==> src/rtl/raizing_gfx_arbiter.sv <==
// Shares one SDRAM bank read port among the sprite and three scroll fetch clients.
// Each client keeps a one-entry tagged result, so an unchanged address is served without a bank access.
module raizing_gfx_arbiter #(
    parameter int AW        = 22,
    parameter bit FIXED_PRI = 1'b0
) (
    input  logic          CLK,
    input  logic          RESET,
    input  logic          DOWNLOADING,
    input  logic [3:0]    CS,
    input  logic [AW-1:0] ADDR0,
    input  logic [AW-1:0] ADDR1,
    input  logic [AW-1:0] ADDR2,
    input  logic [AW-1:0] ADDR3,
    output logic [31:0]   DOUT0,
    output logic [31:0]   DOUT1,
    output logic [31:0]   DOUT2,
    output logic [31:0]   DOUT3,
    output logic [3:0]    OK,
    output logic [AW-1:0] BA_ADDR,
    output logic          BA_RD,
    input  logic          BA_ACK,
    input  logic          BA_DOK,
    input  logic          BA_RDY,
    input  logic [15:0]   DATA_READ,
    output logic [1:0]    GRANT
);

    typedef enum logic [1:0] {
        ST_IDLE = 2'd0,
        ST_REQ  = 2'd1,
        ST_DATA = 2'd2
    } state_t;

    state_t        r_state;
    state_t        w_state_nx;
    logic [AW-1:0] w_addr [4];
    logic [AW-1:0] r_tag  [4];
    logic [31:0]   r_dout [4];
    logic [3:0]    r_valid;
    logic [1:0]    r_last;
    logic [AW-1:0] r_lat_addr;
    logic          r_cnt;
    logic [15:0]   r_buf;
    logic [3:0]    w_hit;
    logic [3:0]    w_pend;
    logic [1:0]    w_winner;
    logic          w_grant_go;
    logic          w_done;

    // Round-robin scans upward from the client after the last winner; fixed priority scans from 0.
    function automatic logic [1:0] pick_winner(input logic [3:0] pend, input logic [1:0] last,
                                               input bit fixed);
        logic [1:0] idx;
        logic       found;
        pick_winner = 2'd0;
        found       = 1'b0;
        for (int k = 0; k < 4; k++) begin
            idx = fixed ? 2'(k) : 2'(last + 2'(k + 1));
            if (!found && pend[idx]) begin
                pick_winner = idx;
                found       = 1'b1;
            end
        end
    endfunction

    assign w_addr[0] = ADDR0;
    assign w_addr[1] = ADDR1;
    assign w_addr[2] = ADDR2;
    assign w_addr[3] = ADDR3;
    assign DOUT0     = r_dout[0];
    assign DOUT1     = r_dout[1];
    assign DOUT2     = r_dout[2];
    assign DOUT3     = r_dout[3];

    // Hit/pending per client from the tag registers and the live request.
    always_comb begin
        for (int i = 0; i < 4; i++) begin
            w_hit[i] = r_valid[i] & (r_tag[i] == w_addr[i]);
        end
        w_pend   = CS & ~w_hit;
        OK       = CS & w_hit;
        w_winner = pick_winner(w_pend, r_last, FIXED_PRI);
    end

    // Next-state logic; a short burst (RDY before the second word) drops the fetch.
    always_comb begin
        w_state_nx = r_state;
        w_grant_go = 1'b0;
        w_done     = 1'b0;
        case (r_state)
            ST_IDLE: begin
                if (!DOWNLOADING && (|w_pend)) begin
                    w_grant_go = 1'b1;
                    w_state_nx = ST_REQ;
                end else begin
                    w_state_nx = ST_IDLE;
                end
            end
            ST_REQ: begin
                if (BA_ACK) begin
                    w_state_nx = ST_DATA;
                end else begin
                    w_state_nx = ST_REQ;
                end
            end
            ST_DATA: begin
                if (BA_DOK && r_cnt) begin
                    w_done     = 1'b1;
                    w_state_nx = ST_IDLE;
                end else if (BA_RDY) begin
                    w_state_nx = ST_IDLE;
                end else begin
                    w_state_nx = ST_DATA;
                end
            end
            default: w_state_nx = ST_IDLE;
        endcase
    end

    // State register.
    always_ff @(posedge CLK) begin
        if (RESET) begin
            r_state <= ST_IDLE;
        end else begin
            r_state <= w_state_nx;
        end
    end

    // Bank handshake, word assembly and the granted client's result write.
    always_ff @(posedge CLK) begin
        if (RESET) begin
            BA_RD      <= 1'b0;
            BA_ADDR    <= '0;
            GRANT      <= 2'd0;
            r_last     <= 2'd3;
            r_lat_addr <= '0;
            r_cnt      <= 1'b0;
            r_buf      <= 16'h0000;
            r_valid    <= 4'b0000;
            for (int i = 0; i < 4; i++) begin
                r_tag[i]  <= '0;
                r_dout[i] <= 32'h0000_0000;
            end
        end else begin
            if (w_grant_go) begin
                GRANT      <= w_winner;
                r_last     <= w_winner;
                r_lat_addr <= w_addr[w_winner];
                BA_ADDR    <= w_addr[w_winner];
                BA_RD      <= 1'b1;
                r_cnt      <= 1'b0;
            end
            if (r_state == ST_REQ && BA_ACK) begin
                BA_RD <= 1'b0;
            end
            if (r_state == ST_DATA && BA_DOK && !r_cnt) begin
                r_buf <= DATA_READ;
                r_cnt <= 1'b1;
            end
            if (w_done) begin
                r_dout[GRANT] <= {DATA_READ, r_buf};
                r_tag[GRANT]  <= r_lat_addr;
            end
            // A ROM download invalidates everything, including a fetch finishing this cycle.
            for (int i = 0; i < 4; i++) begin
                if (DOWNLOADING) begin
                    r_valid[i] <= 1'b0;
                end else if (w_done && GRANT == 2'(i)) begin
                    r_valid[i] <= 1'b1;
                end
            end
        end
    end

endmodule

==> config.mk <==
export PLATFORM = sky130hd
export DESIGN_NAME = raizing_gfx_arbiter
export DESIGN_NICKNAME = d
export VERILOG_FILES = /design/src/rtl/raizing_gfx_arbiter.sv
export SDC_FILE = /design/constraint.sdc
export NUM_CORES = 1
export LEC_CHECK = 0
export ABC_AREA = 1
export BUFFER_PORTS_ARGS = -buffer_cell sky130_fd_sc_hd__buf_2
export CORE_ASPECT_RATIO = 1.75
export CORE_MARGIN = 10
export CORE_UTILIZATION = 55
export CTS_CLUSTER_DIAMETER = 50
export DETAILED_ROUTE_END_ITERATION = 6
export GPL_TIMING_DRIVEN = 0
export PLACE_DENSITY = 0.81
export SLEW_MARGIN = 15
export SYNTH_ARGS = -nofsm -noshare
export SYNTH_HDL_FRONTEND = slang
export SYNTH_SLANG_ARGS = --single-unit
==> constraint.sdc <==
create_clock -name CLK -period 8.3 [get_ports CLK]
set_input_delay 0.83 -clock CLK [delete_from_list [all_inputs] [get_ports CLK]]
set_output_delay 0.83 -clock CLK [all_outputs]
set_load 0.05 [all_outputs]
# Word level (Yosys, flattened, before mapping)
# Memory sizes are Yosys's and may differ from the RTL's.
# Index checks and enable logic that the tools add are counted.
# Widths: inputs -> output; s select.
# totals
mem_bits_rw	216
elab_cells	103
mem_count	2
out_inout_bits	157
input_bits	114
register_bits	50
# op_classes
n_reduce_logical	25
addsub	3
bitwise_logic	8
n_eq_ne	9
muxes	40
order_cmp	5
# mem_list
name	depth	word_bits	read_ports	rd_clocked_by_memory_dff	wr	line_no	source
r_dout	4	32	4	0	4	39	logic [31:0] r_dout [4];
r_tag	4	22	4	0	4	38	logic [AW-1:0] r_tag [4];
# op_table
op	n
$eq 22x22->1	4
$mux 22	3
$bmux 22 s2	1
$mux 32	1
$reduce_or 32->1	1
$reduce_or 22->1	1
$mux 1	21
$mux 2	9
$logic_and 1x1->1	12
$lt 2x3->1 const B	4
$and 4x4->4	2
$bmux 1 s2	4
$eq 2x2->1 const B	3
$pmux 2 s3	1
$logic_not 1->1	5
$add 2x2->2 const B	2
$and 1x1->1	4
$eq 2x1->1 const B	2
$logic_not 2->1	2
$not 4->4	1
$reduce_or 2->1	2
$reduce_or 4->1	1
$ge 3x3->1 const B	1
$not 2->3	1
2 further kinds	2

# Longest topological paths before layout
# Gate-level depths: netlist of the first run.
# An unclocked memory read counts as a cell.
# depth
ltp_word	21
depth_mapped	23
ltp_nobuf	22

# Worst setup path before layout of the first run
# No wires, ideal clock.
# synth_path
path_type	in2reg
start	input BA_DOK
end	memory r_dout[2][0] (enable)
required_time_ps	7887
setup_time_ps	413
stages	6
path_buffers	2
arrival_time_ps	2813
path_slack_ps	5074
path_cell_list	nand2_1 nor2_1 nand3_1 clkbuf_1 clkbuf_1 nand2_1
# synth_lines
item	line_no	source
start, declared	23	input logic BA_DOK,
end, declared	39	

# Worst setup path in the final report of the first run
# layout_path
start	input ADDR3[7]
end	register r_lat_addr[11]
# layout_via
elab_chain_cells	20
elab_cells_between_ends	33
cone_classes	eq/ne (1); mux (20); bitwise (4); reduce/logical (8)
# layout_lines
item	line_no	source
start, declared	14	input logic [AW-1:0] ADDR3,
$eq 22x22->1 (*)	79	w_hit[i] = r_valid[i] & (r_tag[i] == w_addr[i]);
$and 1x1->1 (*)	79	
$not 4->4 (*)	81	w_pend = CS & ~w_hit;
$and 4x4->4 (*)	81	
$bmux 1 s2	60	if (!found && pend[idx]) begin
$mux 1 (not written as such)	60	
$mux 1	60	
$logic_not 1->1	60	
(+3 left out)	-	
$logic_and 1x1->1	60	
$mux 1	60	
$logic_not 1->1	60	
$logic_and 1x1->1	60	
$mux 2	60	
$not 2->3 (not written as such)	149	r_lat_addr <= w_addr[w_winner];
$bmux 22 s2	149	
$mux 22 (not written as such) (2 in series)	149	
end signal, assigned	149	
end, declared	42	logic [AW-1:0] r_lat_addr;
# Mark *: on every way between the ends. The rest lies on a longest branch, timed or not. The select of a mux whose other input is x is not followed.
# A chain may end at the register's enable or synchronous reset.

==> results of run 1 <==
## layout by cell type (no fill, tap or decap), drive strengths merged, types with 2 or more instances in the layout
cell,count
edfxtp,216
a21oi,10
inv,226
nor2,277
bufinv,3
nand2,472
xnor2,10
xor2,2
clkbuf,60
nand4,2
o21ai,34
dfxtp,50
nor3,2
diode,6
buf,299
nand3,95
clkinv,6
## cells by family (layout without fill, tap and decap cells)
family,count (synthesis),in the layout,share of synthesized area
AOI/OAI and AO/OA,46,46,0.0200
other,0,6,0
buffers and inverters,277,594,0.0897
xor gates and xnor gates,12,12,0.00852
and+or+nand+nor,848,848,0.275
DFF,266,266,0.607
## per-layer routing
layer  vias up  global-route usage  routed length (um)
met2       588               0.519               22400
met3       146              0.0710                3990
met5         -                   0                  14
li1       5087                   -                   -
met1      4961               0.271               13300
met4         4               0.197                3110
## state kept, by name, indices dropped and copies added, names as in the netlist
name and count:
r_last 2, r_dout 128, GRANT 2, r_tag 88, r_buf 16, r_lat_addr 22, r_state 2, r_valid 4
BA_RD 1, r_cnt 1
## worst max path at each step
| stage | start | depth (start not counted) | slack, ns | to |
|---|---|---|---|---|
| 2_1_floorplan | BA_DOK | 6 | 5.07 | r_dout[2][0]$_SDFFCE_PN0P_ |
| 3_3_place_gp | BA_DOK | 7 | 3.43 | r_tag[1][13]$_SDFFCE_PN0P_ |
| 3_5_place_dp | ADDR3[18] | 20 | 4.70 | r_lat_addr[8]$_SDFFE_PP0P_ |
| 4_1_cts | ADDR3[18] | 9 | 5.20 | OK[3] |
| 5_1_grt | ADDR3[7] | 21 | 4.92 | r_lat_addr[13]$_SDFFE_PP0P_ |
| 6_report | ADDR3[7] | 21 | 5.11 | r_lat_addr[11]$_SDFFE_PP0P_ |
## critical path: cells and delay by family
family / cells / cell delay (ns)
AOI/OAI and AO/OA: 1 / 0.07
buffers and inverters: 4 / 0.52
and+or+nand+nor: 16 / 2.17
## cell type report
| type | instances | share of cell area |
|---|---|---|
| Tap cell | 296 | 0.0247 |
| Buffer | 49 | 0.0167 |
| Antenna cell | 6 | 0.00100 |
| Multi-Input combinational cell | 906 | 0.252 |
| Timing Repair Buffer | 273 | 0.0945 |
| Clock buffer | 37 | 0.0487 |
| Inverter | 228 | 0.0570 |
| Sequential cell | 266 | 0.499 |
| Clock inverter | 7 | 0.00725 |
## Yosys cell counts (2+ instances only)
cell type  count  area [um^2]
a21oi_1        9         45.0
buf_1          8         30.0
buf_2          9         45.0
buf_4          3         22.5
buf_6          6         67.6
clkbuf_1      23         86.3
clkinv_1       2         7.51
dfxtp_1       50         1000
edfxtp_1     216         6490
inv_1        222          833
inv_2          4         15.0
nand2_1      465         1750
nand2_2        5         31.3
nand2_4        2         22.5
nand3_1       90          450
nand3_2        4         40.0
nand4_1        2         12.5
nor2_1       274         1030
nor3_1         2         10.0
o21ai_0       22          110
o21ai_1       12         60.1
xnor2_1       10         87.6
xor2_1         2         17.5
## stage by stage
step,worst slack [ns],area (um^2),cells,hold WS [ns]
6_report,5.11,15000,2068,0.459
5_1_grt,4.92,15000,2068,0.467
4_1_cts,5.20,15000,2062,0.459
3_5_place_dp,4.70,14200,2018,0.449
3_3_place_gp,3.43,14100,2015,0.440
2_1_floorplan,5.07,12300,1449,0.430
## power by group through the flow
| stage | combinational, uW | sequential (uW) | clock (uW) |
|---|---|---|---|
| global route | 757 | 1540 | 1240 |
| detailed placement | 700 | 1570 | 0 |
| global placement | 686 | 1570 | 0 |
| finish | 710 | 1540 | 1190 |
| CTS | 704 | 1540 | 1190 |
| floorplan | 312 | 1720 | 0 |
==> run_results.csv, run 1 <==
group,metric,value,unit
run_status,outcome,"finished clean",
min_path,min-delay-start,"r_valid[0]$_SDFFE_PP0P_",
logic_synthesis,syn-cell-area,0.0123,mm^2
logic_synthesis,async_flop_share,0,
critical_path,path_cells,"buf_2, inv_1, nand2_1, o21ai_1, nor2_1, nand2_1, nor2_1, nand3_1, nand3_1, nand3_1, nand2_2, nand2_2, nor2_8, nand3_4, clkbuf_1, nand3_1, nand2_1, nand2_1, nand3_1, nand2_1, inv_1",
critical_path,cp_max_fo,10,
logic_synthesis,synth-seq-area-share,0.607,
logic_synthesis,synth_edf_count,216,
clocking,htreeDepth,1,
global_routing,grt_pass1_vias,10758,
route,wl_per_cell,20.7,um
min_path,holdCritPathClass,"register to register",
clocking,cts.repair.resized,0,
placed_design,gp_congestion,1.02,
final_layout,multi_input_area,0.00378,mm^2
timing,tns,0,ns
placed_design,portBuffers,270,
clocking,cts_sinks,266,
power_and_ir_drop,pwr-share-comb,0.207,
critical_path,crit_required,8.74,ns
clocking,postCtsHoldBufs,0,
clocking,clockBufferDepth,3,
final_layout,syn2layout_area_growth,21.7,%
power_and_ir_drop,peakVddDrop,0.204,mV
route,ant_nets,0,
clocking,clkTransAtPathRegs,0.07,ns
floorplanning,core,0.0221,mm^2
critical_path,cp.arrival,3.63,ns
final_layout,fill_cells,1833,
logic_synthesis,syn_nets,1563,
timing,worstMarginPinSlew,0.828,ns
critical_path,crit_type,"input pin to register",
placed_design,hpwl,32700,um
critical_path,reg2reg_from,"r_tag[3][7]$_DFFE_PP_",
min_path,whs_path_depth,2,
floorplanning,rows,72,
power_and_ir_drop,p_clk_frac,0.346,
clocking,cts_buffers,24,
logic_synthesis,synthCells,1449,
route,drtPass1Iterations,7,
clocking,clock_latency,0.54,ns
timing,hold_viol_final,0,
route,vias,10786,
critical_path,r2r_slack,5.12,ns
critical_path,reg2reg_depth,19,
critical_path,cp-start-kind,"input pin",
logic_synthesis,avgSynthCellArea,8.52,um^2
logic_synthesis,ys_types,30,
power_and_ir_drop,p_sw,1050,uW
clocking,cts_tree,"yes",
timing,rsz0062_at_grt,"no",
timing,min_period,3.19,ns
final_layout,nets,1862,
critical_path,end_kind,"register",
power_and_ir_drop,pwr-share-seq,0.448,
final_layout,final_core_util,0.680,
global_routing,overflow,0,
route,wl,42800,um
clocking,post_cts_buffers,0,
final_layout,drive_gt1_frac,0.199,
clocking,cts_root_buf,"clkbuf_16",
power_and_ir_drop,power_density,229,mW/mm^2
floorplanning,chipHeight,218,um
timing,skew,0.0165,ns
timing,slew_headroom,0.448,
route,first_iter_violations,1052,
global_routing,antenna_found_initial,8,
global_routing,grt.total_usage,0.284,
floorplanning,pin_count,271,
final_layout,register_area,0.00749,mm^2
critical_path,critPathSlowestCell,"nand3_1",
critical_path,cp_slowest_stage_delay,0.36,ns
flow_run,maxCapViolCount,0,
timing,max_freq,314,MHz
route,via_per_inst,5.22,
timing,final-setup-viol-count,0,
power_and_ir_drop,p_int,2390,uW
route,remaining_drc_errors,0,
logic_synthesis,yosysWarnings,0,
global_routing,grt_max_degree,55,
timing,drv_slew,0,
timing,period_share,0.384,
logic_synthesis,synth_flop_cell,"edfxtp_1",
power_and_ir_drop,power.total,3440,uW
power_and_ir_drop,total_leakage_power,0.00747,uW
floorplanning,initial_utilization,0.559,
min_path,min_to,"r_valid[0]$_SDFFE_PP0P_",
floorplanning,die_area,0.0291,mm^2
critical_path,r2r-end,"r_lat_addr[11]$_SDFFE_PP0P_",
global_routing,grt_first_pass_wirelength,62000,um
logic_synthesis,ys_seq_elements,266,
floorplanning,die_w,133,um
power_and_ir_drop,power.share.switching,0.306,
No activity file was read; power rests on OpenSTA's default activity.
==> inputs of run 2 (changes only) <==
- ABC_AREA: 1 -> 0
- CORE_UTILIZATION: 55 -> 48
- PLACE_DENSITY: 0.81 -> 0.76
- clock period: 8.3 -> 2.6 ns (I/O delays scaled with it)
==> run_results.csv, run 2 <==
group,metric,value,unit
global_routing,antenna_found_initial,1,
final_layout,nets,1391,
final_layout,fill_cells,1848,
route,wl_per_cell,23.8,um
floorplanning,initial_utilization,0.483,
clocking,cts_buffers,23,
critical_path,cp_max_fo,9,
final_layout,final_cells,1600,
clocking,cts_sinks,266,
placed_design,portBuffers,269,
run_status,outcome,"finished with violations",
power_and_ir_drop,peakVddDrop,0.669,mV
final_layout,reg.largest.list,"r_dout: 128 flops, r_tag: 88 flops, r_lat_addr: 22 flops",
placed_design,placed_cells,1524,
logic_synthesis,async_flop_share,0,
logic_synthesis,ys_seq_elements,266,
route,first_iter_violations,672,
global_routing,overflow,0,
critical_path,r2r_slack,-0.49,ns
timing,final-setup-viol-count,141,
timing,tns,-17.53,ns
clocking,clock_latency,0.53,ns
final_layout,drive_gt1_frac,0.296,
timing,hold_viol_final,0,
critical_path,reg2reg_from,"r_tag[0][7]$_SDFFCE_PN0P_",
min_path,min_to,"r_valid[0]$_SDFFE_PP0P_",
logic_synthesis,synthCells,947,
logic_synthesis,synth-seq-area-share,0.666,
critical_path,cp.arrival,3.53,ns
critical_path,crit_type,"register to register",
logic_synthesis,yosysTopAreaCellShare,0.577,
placed_design,hpwl,28300,um
timing,skew,0.0172,ns
timing,rsz0062_at_grt,"yes",
critical_path,cp-startpoint,"r_tag[0][7]$_SDFFCE_PN0P_",
floorplanning,rows,74,
final_layout,syn2layout_area_growth,29.9,%
logic_synthesis,yosysMostFrequentCell,"edfxtp_1",
route,via_per_inst,5.26,
floorplanning,core,0.0232,mm^2
clocking,htreeDepth,1,
clocking,clockBufferDepth,3,
critical_path,end_kind,"register",
floorplanning,die_w,136,um
final_layout,final_core_util,0.628,
run_status,failed_checks,"setup timing",
critical_path,cp-start-kind,"register",
route,wl,38100,um
clocking,clkTransAtPathRegs,0.07,ns
power_and_ir_drop,total_leakage_power,0.00616,uW
timing,max_freq,324,MHz
critical_path,reg2reg_depth,13,
flow_run,maxCapViolCount,0,
timing,period_share,1.19,
logic_synthesis,synth_area_leaders,"edfxtp_1 58%, dfxtp_1 8.9%, nor2_1 5.6%",
logic_synthesis,synth_flop_cell,"edfxtp_1",
min_path,whs_path_depth,2,
logic_synthesis,synth-simple-area-share,0.148,
logic_synthesis,synthMuxAreaShare,0.0392,
floorplanning,die_area,0.0302,mm^2
route,drtPass1Iterations,5,
route,ant_nets,0,
timing,worstMarginPinSlew,1.05,ns
logic_synthesis,syn_nets,1061,
clocking,cts_root_buf,"clkbuf_16",
critical_path,crit_required,3.05,ns
power_and_ir_drop,power_density,690,mW/mm^2
timing,drv_slew,0,
final_layout,top_register,"r_dout",
logic_synthesis,ys_types,45,
min_path,min-delay-start,"DOWNLOADING",
logic_synthesis,netlist.top_cell.by_area,"edfxtp_1",
critical_path,r2r-end,"r_lat_addr[15]$_SDFFE_PP0P_",
final_layout,largest_reg_flops,128,
global_routing,grt_pass1_vias,8963,
global_routing,grt.total_usage,0.246,
floorplanning,pin_count,271,
placed_design,gp_congestion,1.05,
logic_synthesis,avgSynthCellArea,11.9,um^2
final_layout,final_common_cell,"buf_2",
clocking,cts_tree,"yes",
final_layout,final_cell_mix,"266 x buf_2, 216 x edfxtp_1, 168 x nor2_1",
timing,slew_headroom,0.295,
timing,min_period,3.09,ns
power_and_ir_drop,power.total,10100,uW
logic_synthesis,yosys-top-cells-count,"216 x edfxtp_1, 168 x nor2_1, 116 x nand2_1",
global_routing,grt_max_degree,45,
global_routing,grt_first_pass_wirelength,55300,um
floorplanning,chipHeight,222,um
logic_synthesis,yosysWarnings,0,
logic_synthesis,synth_compound_area_frac,0.0376,
route,vias,8422,
logic_synthesis,yosys.area_share.adder,0,
timing,setup_ws,-0.485,ns
logic_synthesis,syn-cell-area,0.0112,mm^2
logic_synthesis,synth_edf_count,216,
logic_synthesis,synthXorXnorAreaFrac,0.0686,
placed_design,place_ws,-1.22,ns
route,remaining_drc_errors,0,
logic_synthesis,synth_top_family_by_area,"simple AND/OR/NAND/NOR gates",
min_path,holdCritPathClass,"input pin to register",
run 2: repair_timing:
action / 4_1_cts / 5_1_grt
endpoints found under the hold margin: 18 / 0
gates resized for setup: 39 / 41
gates cloned: 2 / 0
pin swaps: 5 / 16
setup buffers: 4 / 8
hold buffers: 18 / 0
endpoints found under the setup margin: 155 / 232
run 2: cells by family after synthesis:
| logic type | Yosys count |
|---|---|
| and+or+nand+nor | 379 |
| DFF | 266 |
| buffers and inverters | 105 |
| xor gates and xnor gates | 88 |
| AOI/OAI and AO/OA | 65 |
| muxes | 44 |
run 2: through the flow:
stage / hold slack (ns) / instance area (um^2)
final: 0.0373 / 14600
after global routing: 0.0281 / 14600
after CTS: 0.00142 / 14300
after detailed placement: 0.450 / 13100
after global placement: 0.445 / 13000
after floorplan: 0.333 / 11200
run 2: worst max-delay path by stage:
stage	slack, ns	endpoint
after floorplan	0.04	r_dout[1][0]$_SDFFCE_PN0P_
after global placement	-1.11	r_lat_addr[8]$_SDFFE_PP0P_
after detailed placement	-1.22	r_lat_addr[4]$_SDFFE_PP0P_
after CTS	-0.46	r_lat_addr[15]$_SDFFE_PP0P_
after global routing	-0.56	r_lat_addr[15]$_SDFFE_PP0P_
final	-0.49	r_lat_addr[15]$_SDFFE_PP0P_
run 2: routing by layer:
layer / share of wire / track usage
met2: 0.55 / 0.465
met1: 0.32 / 0.237
met5: 0 / 0
met4: 0.064 / 0.137
met3: 0.070 / 0.0504
run 2: power by group:
| group | internal, uW | switching, uW |
|---|---|---|
| Clock | 2190 | 1560 |
| Sequential | 4750 | 90.6 |
| Combinational | 494 | 987 |
| Total | 7440 | 2640 |
run 2: critical path, cell delays in order, from the launching register on:
cell and delay, ns:
edfxtp_1 0.38, xor2_1 0.18, nor4_2 0.44, nand4_1 0.18, buf_6 0.17, o41ai_4 0.29, buf_4 0.20, o211ai_1 0.13
o21ai_2 0.11, buf_6 0.17, buf_12 0.16, mux2i_1 0.08, or3_1 0.32, a31oi_1 0.20
run 2: final cells by class:
class,instances,area [um^2],share of cell area
Antenna cell,2,5.00,0.000343
Multi-Input combinational cell,576,3590,0.246
Sequential cell,266,7490,0.513
Inverter,60,225,0.0154
Clock inverter,9,129,0.00883
Clock buffer,33,704,0.0483
Tap cell,304,380,0.0261
Buffer,45,289,0.0198
Timing Repair Buffer,305,1780,0.122
==> inputs of run 3 (changes only) <==
==> constraint.sdc (replaced) <==
create_clock -name CLK -period 2.6 [get_ports CLK]
set_input_delay 0.13 -clock CLK [delete_from_list [all_inputs] [get_ports CLK]]
set_output_delay 0.13 -clock CLK [all_outputs]
set_load 0.05 [all_outputs]
==> run_results.csv, run 3 (same netlist as run 2, synthesis figures left out) <==
group,metric,value,unit
final_layout,nets,1392,
global_routing,grt_first_pass_wirelength,55200,um
route,wl,38200,um
clocking,clkTransAtPathRegs,0.07,ns
floorplanning,rows,74,
timing,hold_viol_final,0,
flow_run,maxCapViolCount,0,
min_path,min-delay-start,"ADDR0[19]",
clocking,cts_root_buf,"clkbuf_16",
route,ant_nets,0,
global_routing,grt_pass1_vias,8961,
floorplanning,die_w,136,um
final_layout,largest_reg_flops,128,
power_and_ir_drop,total_leakage_power,0.00612,uW
run_status,failed_checks,"setup timing",
critical_path,path_delay_family,"buffers and inverters",
critical_path,path_cells,"xor2_1, nor4_2, nand4_1, buf_4, o41ai_4, buf_4, o211ai_1, o21ai_2, buf_6, buf_12, buf_12, mux2i_1, or2_2, a31oi_1",
power_and_ir_drop,peakVddDrop,0.669,mV
clocking,htreeDepth,1,
floorplanning,initial_utilization,0.483,
critical_path,crit_type,"register to register",
timing,slew_headroom,0.295,
final_layout,final_common_cell,"buf_2",
route,first_iter_violations,696,
floorplanning,core,0.0232,mm^2
placed_design,placed_cells,1524,
critical_path,crit_required,3.05,ns
critical_path,cp-startpoint,"r_tag[0][7]$_SDFFCE_PN0P_",
clocking,cts_tree,"yes",
final_layout,top_register,"r_dout",
placed_design,hpwl,28300,um
clocking,cts_sinks,266,
timing,setup_ws,-0.439,ns
final_layout,syn2layout_area_growth,29.2,%
route,wl_per_cell,23.8,um
critical_path,reg2reg_from,"r_tag[0][7]$_SDFFCE_PN0P_",
timing,period_share,1.17,
global_routing,grt_max_degree,45,
clocking,clock_latency,0.53,ns
timing,max_freq,329,MHz
timing,final-setup-viol-count,141,
critical_path,cp.arrival,3.49,ns
floorplanning,pin_count,271,
critical_path,cp-start-kind,"register",
critical_path,cp_max_fo,9,
clocking,cts_buffers,23,
placed_design,portBuffers,269,
route,drtPass1Iterations,4,
timing,rsz0062_at_grt,"yes",
power_and_ir_drop,power.total,10100,uW
clocking,clockBufferDepth,3,
global_routing,antenna_found_initial,1,
floorplanning,chipHeight,222,um
final_layout,stdcell_area,0.0145,mm^2
min_path,holdCritPathClass,"input pin to register",
critical_path,crit_buf_inv,5,
placed_design,gp_congestion,1.05,
final_layout,final_cell_mix,"269 x buf_2, 216 x edfxtp_1, 168 x nor2_1",
timing,worstMarginPinSlew,1.05,ns
final_layout,drive_gt1_frac,0.290,
critical_path,critPathSlowestCell,"nor4_2",
run_status,outcome,"finished with violations",
critical_path,cp_slowest_stage_delay,0.42,ns
critical_path,end_kind,"register",
global_routing,grt.total_usage,0.246,
timing,drv_slew,0,
timing,whs,0.0467,ns
route,via_per_inst,5.27,
timing,skew,0.0178,ns
global_routing,overflow,0,
timing,min_period,3.04,ns
final_layout,reg.largest.list,"r_dout: 128 flops, r_tag: 88 flops, r_lat_addr: 22 flops",
floorplanning,die_area,0.0302,mm^2
power_and_ir_drop,power_density,693,mW/mm^2
final_layout,final_cells,1600,
route,remaining_drc_errors,0,
route,vias,8431,
placed_design,place_area,0.0131,mm^2
run 3: changes by cell type in the layout (fill, tap and decap cells not counted), moves of 3 or more:
cell,change
buf_2,+3
buf_6,-4
xnor2_1,+4
xnor2_2,-4
run 3: cell type report:
class | instances | area (um^2)
Multi-Input combinational cell | 576 | 3530
Inverter | 60 | 225
Fill cell | 1859 | 8720
Tap cell | 304 | 380
Antenna cell | 1 | 2.50
Timing Repair Buffer | 306 | 1770
Clock buffer | 33 | 704
Sequential cell | 266 | 7490
Clock inverter | 9 | 129
Buffer | 45 | 289
run 3: path summary, 6_finish.rpt:
path / endpoint / slack (ns) / depth (start not counted)
hold reg to reg: r_buf[5]$_SDFFE_PP0P_ / 0.46 / 2
setup reg to reg: r_lat_addr[21]$_SDFFE_PP0P_ / -0.44 / 14
hold / removal: r_lat_addr[19]$_SDFFE_PP0P_ / 0.05 / 4
setup / recovery: r_lat_addr[21]$_SDFFE_PP0P_ / -0.44 / 14
run 3: repair_timing:
action | CTS | global route
resized for setup | 33 | 29
pin swaps | 5 | 7
cloned | 2 | 0
endpoints found under the setup margin | 154 | 230
endpoints found under the hold margin | 39 | 0
buffers inserted | 4 | 7
hold buffers | 20 | 0
run 3: report_power, final:
group	switching, uW	internal [uW]
Clock	1560	2190
Combinational	984	489
Sequential	90.3	4750
Total	2630	7430
run 3: metal layers:
metal	share of wire	vias up	GRT usage	routed length, um
li1	-	3895	-	-
met1	0.32	4079	0.236	12300
met2	0.55	357	0.465	21000
met3	0.068	100	0.0504	2580
met4	0.061	0	0.136	2320
met5	0	-	0	0
run 3: worst min-delay path: stages:
cell	delay (ns)
buf_2	0.11
mux2i_1	0.11
or3_1	0.11
a31oi_1	0.07
run 3: per-stage QoR:
stage / TNS, ns / setup WS, ns / util
6_report: -16.48 / -0.439 / 0.625
5_1_grt: -47.10 / -0.520 / 0.625
4_1_cts: -20.50 / -0.459 / 0.617
3_5_place_dp: -36.48 / -1.22 / 0.563
3_3_place_gp: -130.02 / -1.11 / 0.558
2_1_floorplan: 0 / 0.0385 / -
